### src/rtl/led_mode_ctrl.sv
// Runtime configuration controller: debounces four active-low keys, queues their
// press events and turns them into divisor/mode/run updates behind a valid/ack handshake.
module led_mode_ctrl #(
  parameter int unsigned DEB_CNT   = 4,
  parameter int unsigned DIV_RESET = 5_000_000,
  parameter int unsigned DIV_MIN   = 625_000,
  parameter int unsigned DIV_MAX   = 10_000_000
) (
  input  logic        clk,
  input  logic        rst_n,
  input  logic        tick,
  input  logic [3:0]  key_n,
  input  logic        cfg_ack,
  output logic [23:0] clk_div,
  output logic [1:0]  mode,
  output logic        run,
  output logic        cfg_valid,
  output logic        busy
);

  localparam logic [3:0]  DEB_W     = 4'(DEB_CNT);
  localparam logic [23:0] DIV_RST_W = 24'(DIV_RESET);
  localparam logic [23:0] DIV_MIN_W = 24'(DIV_MIN);
  localparam logic [23:0] DIV_MAX_W = 24'(DIV_MAX);
  localparam logic [24:0] DIV_MAX_X = 25'(DIV_MAX);

  typedef enum logic [1:0] {IDLE, APPLY, WAIT_ACK} state_t;

  // ---------------------------------------------------------------------------
  // Synchronizer and debounce
  // ---------------------------------------------------------------------------
  logic [3:0]      sync1_q, sync2_q;
  logic [3:0]      pressed;
  logic [3:0]      key_db_q, key_db_d, key_prev_q;
  logic [3:0][3:0] cnt_q, cnt_d;
  logic [3:0]      ev;

  always_ff @(posedge clk or negedge rst_n) begin
    if (!rst_n) begin
      sync1_q <= '1;
      sync2_q <= '1;
    end else begin
      sync1_q <= key_n;
      sync2_q <= sync1_q;
    end
  end

  assign pressed = ~sync2_q;

  always_comb begin
    key_db_d = key_db_q;
    cnt_d    = cnt_q;
    if (tick) begin
      for (int i = 0; i < 4; i++) begin
        if (pressed[i] != key_db_q[i]) begin
          if (cnt_q[i] + 4'd1 == DEB_W) begin
            key_db_d[i] = ~key_db_q[i];
            cnt_d[i]    = '0;
          end else begin
            cnt_d[i] = cnt_q[i] + 4'd1;
          end
        end else begin
          cnt_d[i] = '0;
        end
      end
    end
  end

  always_ff @(posedge clk or negedge rst_n) begin
    if (!rst_n) begin
      key_db_q   <= '0;
      key_prev_q <= '0;
      cnt_q      <= '0;
    end else begin
      key_db_q   <= key_db_d;
      key_prev_q <= key_db_q;
      cnt_q      <= cnt_d;
    end
  end

  // One-clk pulse on the debounced press edge only.
  assign ev = key_db_q & ~key_prev_q;

  // ---------------------------------------------------------------------------
  // Pending events, arbitration and configuration FSM
  // ---------------------------------------------------------------------------
  state_t      state_q, state_d;
  logic [3:0]  pend_q, pend_d, clr;
  logic [1:0]  gnt_q, gnt_d;
  logic [23:0] div_q, div_d, cand_div, half_div;
  logic [24:0] dbl_div;
  logic [1:0]  mode_q, mode_d, cand_mode;
  logic        run_q, run_d, cand_run;
  logic        vld_q, vld_d;

  assign half_div = div_q >> 1;
  assign dbl_div  = {div_q, 1'b0};

  always_comb begin
    state_d   = state_q;
    gnt_d     = gnt_q;
    div_d     = div_q;
    mode_d    = mode_q;
    run_d     = run_q;
    vld_d     = vld_q;
    clr       = '0;
    cand_div  = div_q;
    cand_mode = mode_q;
    cand_run  = run_q;
    case (state_q)
      IDLE: begin
        if (pend_q != 4'd0) begin
          if      (pend_q[3]) gnt_d = 2'd3;
          else if (pend_q[2]) gnt_d = 2'd2;
          else if (pend_q[1]) gnt_d = 2'd1;
          else                gnt_d = 2'd0;
          clr     = 4'd1 << gnt_d;
          state_d = APPLY;
        end
      end
      APPLY: begin
        case (gnt_q)
          2'd0:    cand_div  = (half_div < DIV_MIN_W) ? DIV_MIN_W : half_div;
          2'd1:    cand_div  = (dbl_div > DIV_MAX_X) ? DIV_MAX_W : dbl_div[23:0];
          2'd2:    cand_mode = mode_q + 2'd1;
          default: cand_run  = ~run_q;
        endcase
        // A clamped no-op is dropped without bothering the downstream blocks.
        if ({cand_div, cand_mode, cand_run} == {div_q, mode_q, run_q}) begin
          state_d = IDLE;
        end else begin
          div_d   = cand_div;
          mode_d  = cand_mode;
          run_d   = cand_run;
          vld_d   = 1'b1;
          state_d = WAIT_ACK;
        end
      end
      WAIT_ACK: begin
        if (cfg_ack) begin
          vld_d   = 1'b0;
          state_d = IDLE;
        end
      end
      default: state_d = IDLE;
    endcase
    // New events win over the grant clear of the same bit.
    pend_d = (pend_q & ~clr) | ev;
  end

  always_ff @(posedge clk or negedge rst_n) begin
    if (!rst_n) begin
      state_q <= IDLE;
      pend_q  <= '0;
      gnt_q   <= '0;
      div_q   <= DIV_RST_W;
      mode_q  <= '0;
      run_q   <= 1'b1;
      vld_q   <= 1'b0;
    end else begin
      state_q <= state_d;
      pend_q  <= pend_d;
      gnt_q   <= gnt_d;
      div_q   <= div_d;
      mode_q  <= mode_d;
      run_q   <= run_d;
      vld_q   <= vld_d;
    end
  end

  assign clk_div   = div_q;
  assign mode      = mode_q;
  assign run       = run_q;
  assign cfg_valid = vld_q;
  assign busy      = (state_q != IDLE) || (pend_q != 4'd0);

endmodule

### config.mk
export PLATFORM = sky130hd
export DESIGN_NAME = led_mode_ctrl
export DESIGN_NICKNAME = d
export VERILOG_FILES = /design/src/rtl/led_mode_ctrl.sv
export SDC_FILE = /design/constraint.sdc
export NUM_CORES = 1
export LEC_CHECK = 0
export BUFFER_PORTS_ARGS = -buffer_cell sky130_fd_sc_hd__buf_2
export CORE_MARGIN = 2
export CORE_UTILIZATION = 61
export DETAILED_ROUTE_END_ITERATION = 10
export PLACE_DENSITY = 0.85
export RECOVER_POWER = 100
export SLEW_MARGIN = 20
export SYNTH_ARGS = -nofsm -noshare
export SYNTH_HDL_FRONTEND = slang
export SYNTH_SLANG_ARGS = --single-unit
### constraint.sdc
create_clock -name clk -period 4.2 [get_ports clk]
set_input_delay 0.21 -clock clk [delete_from_list [all_inputs] [get_ports clk]]
set_output_delay 0.21 -clock clk [all_outputs]
set_load 0.02 [all_outputs]
==> impl_metrics.tcl <==
set metrics [dict create \
    clock.fmax_mhz 251 \
    worst_pin_slew_ps 3550 \
    synth-xor-area-share 0.0215 \
    cts_resized 0 \
    io_buffer_count 36 \
    final_layout_size_suffix_gt1_frac 0.128 \
    synth_ff_type "dfrtp_1" \
    placeableCoreArea_sq_um 7180 \
    worst_hold_path_type "input port to flop" \
    grt_pass1_vias 4177 \
    first_pass_grt_wire_length_um 22200 \
    synth_enable_flop_cells 0 \
    post_layout_nonfiller_instances 647 \
    detail-route-antenna-nets 0 \
    wl_um 13700 \
    timing.critical_path.buf_inv 2 \
    final_cell_area_sq_um 4980 \
    critical_path.top_delay_family "compound AO/OA/AOI/OAI gates" \
    dp.cells 627 \
    setup.worst_path.end_class "flop" \
    design.final.nets 555 \
    slowest_delay_ps 890 \
    grt_start_max_net_pins 69 \
    power_density_nw_per_um2 910 \
    final-hold-violation-count 0 \
    grt_util_all_layers 0.345 \
    setup.worst_path.start_class "flop" \
    path_max_fanout 12 \
    post-dp-hpwl_um 9740 \
    syn-mean-instance-area_sq_um 8.79 \
    drt-pass1-iter-count 5 \
    synth_simple_gate_area_frac 0.182 \
    rsz0062_at_grt "no" \
    cts_made_buffers 9 \
    cts.hold.buffers_added 4 \
    power_leakage_nw 2.01 \
    worst_setup_hold_path_clk_slew_ps 80 \
    post_dp_cell_area_sq_um 4780 \
    synth.mux.area_fraction 0.0343 \
    clock_tree.root_cell "clkbuf_8" \
    num_rows 31 \
    synthDistinctLibCells 77 \
    flop_and_latch_count_out_of_synthesis 68 \
    final.period_utilization 0.949 \
    filler_cell_count 588 \
    worstPathRequired_ps 4440 \
    cts.path.max_buffers 2 \
    fin_setup_tns_ps 0 \
    seq_area_sq_um 1720 \
    postSynthNetCount 522 \
    synthesis.instances 510 \
    antenna_found_initial 0 \
    timing.setup.critical_path_class "flop to flop" \
    combinational_family_with_the_most_area_after_synthesis "compound AO/OA/AOI/OAI gates" \
    synth_seq_area_share 0.385 \
    drv_slew 69 \
    final_setup_viols 0 \
    die_area_sq_um 8050 \
    synth-compound-area-share 0.289 \
    critical_path.cell_chain "nand2b_1 -> nor4_1 -> o21ai_0 -> a21oi_1 -> clkbuf_1 -> a221oi_1 -> a211o_1 -> nor3_2 -> o211ai_1 -> nand2_1 -> buf_12 -> o22a_1" \
    irDropWorstVdd_uv 425 \
    die_y_um 89.7 \
    via_per_inst 6.91 \
    gp_congestion 1.04 \
    final_common_cell "dfrtp_1" \
    postCtsSetupRepairBufs 0 \
    drc_errors 0 \
    run_status "complete, but fails checks" \
    post-route-min-period_ps 3990 \
    critical_path.slowest_cell "o21ai_0" \
    worst_clock_skew_ps 11.9 \
    detail_route.wl_per_cell_um 21.2 \
    ioPinCount 37 \
    drv_cap 1 \
    htreeDepth 3 \
    syn_to_final_growth_pct 11.1 \
    yosys_warnings 0 \
    die_w_um 89.7 \
    top_library_cells_by_usage_in_the_layout_fill_and_taps_aside "51 x dfrtp_1, 44 x nand2_1, 38 x o21ai_0" \
    drt_iter0_markers 671 \
    total_overflow_reported_by_the_global_router 0 \
    footprint_of_the_multi_input_gates_sq_um 2400 \
    worst-endpoint-arrival_ps 4230 \
    syn_area_sq_um 4480 \
    clk_lat_worst_skew_ps 360 \
    worst_slew_margin_rel -1.37 \
    tritoncts "done" \
    utilization_after_layout 0.694 \
    violations "max-capacitance violations, max-slew violations" \
    cts_sink_cnt 68 \
    start_util 0.624 \
    detailroute.via_count 4473 \
    n_antenna_cell 0 \
    async_reset_ff_frac 1.00 \
    synth-adder-area-share 0.0134 \
]
cells in the mapped netlist, types with 7 or more instances:
cell      count  area [sq um]
a211oi_1      9          67.6
a21oi_1      27           135
a31oi_1       8          50.1
buf_2        18          90.1
clkbuf_1     16          60.1
dfrtp_1      51          1280
dfstp_2      17           447
inv_1        37           139
nand2_1      44           165
nand2b_1     12          75.1
nand3_1      20           100
nor2_1       23          86.3
nor3_1       10          50.1
o211ai_1      7          52.6
o21ai_0      37           185
o22a_1       12           105
o22ai_1      12          75.1
area by class of cell:
type                    count  area share
flip-flops and latches     68       0.346
inverters                  37      0.0279
clock buffers               9      0.0249
repair buffers             62      0.0724
multi-input cells         365       0.483
well taps                  99      0.0249
clock inverters             7      0.0211
registers in the layout, summed over array words and instances, names as in the netlist:
| signal | cells |
|---|---|
| gnt_q | 2 |
| mode | 2 |
| cnt_q | 16 |
| sync2_q | 4 |
| pend_q | 4 |
| key_db_q | 4 |
| sync1_q | 4 |
| clk_div | 24 |
| run | 1 |
| state_q | 2 |
| cfg_valid | 1 |
| key_prev_q | 4 |
through the flow:
stage | hold slack [ps] | setup slack [ps] | power (mW)
finish | 38.5 | 213 | 4.53
CTS | 39.3 | 601 | 4.52
floorplan | -85.6 | 1090 | 3.08
global placement | 316 | 645 | 3.87
detailed placement | 317 | 606 | 3.89
global route | 41.2 | 144 | 4.79
final timing paths:
| check | startpoint | endpoint | slack [ps] | cells past startpoint |
|---|---|---|---|---|
| hold / removal | cfg_ack | state_q[1] | 40 | 2 |
| min in group asynchronous | rst_n | clk_div[20] | 1140 | 2 |
| setup / recovery | clk_div[11] | clk_div[4] | 210 | 12 |
| hold reg to reg | sync1_q[3] | sync2_q[3] | 360 | 0 |
| max in group asynchronous | rst_n | mode[0] | 1040 | 2 |
| setup reg to reg | clk_div[11] | clk_div[4] | 210 | 12 |
power breakdown:
group	total [mW]	internal (mW)	switching, mW
Sequential	1.35	0.923	0.426
Combinational	2.55	0.966	1.59
Clock	0.627	0.343	0.283
Total	4.53	2.23	2.30
cell families (layout without fill, tap and decap cells):
| kind of cell | count (synthesis) | count (layout) |
|---|---|---|
| xor+xnor | 11 | 11 |
| fa+ha+maj | 5 | 5 |
| compound gates | 182 | 182 |
| simple gates | 154 | 154 |
| buf+inv | 77 | 115 |
| mux | 13 | 13 |
| flops | 68 | 68 |
routing by layer:
metal  global-route usage  part of all wire  vias up
met5                    0                 0        -
met4                0.177             0.052        0
met3               0.0662             0.086       71
met2                0.557              0.47      309
met1                0.445              0.39     2112
li1                     -                 -     1981
Power figures use the tool's default switching activity.
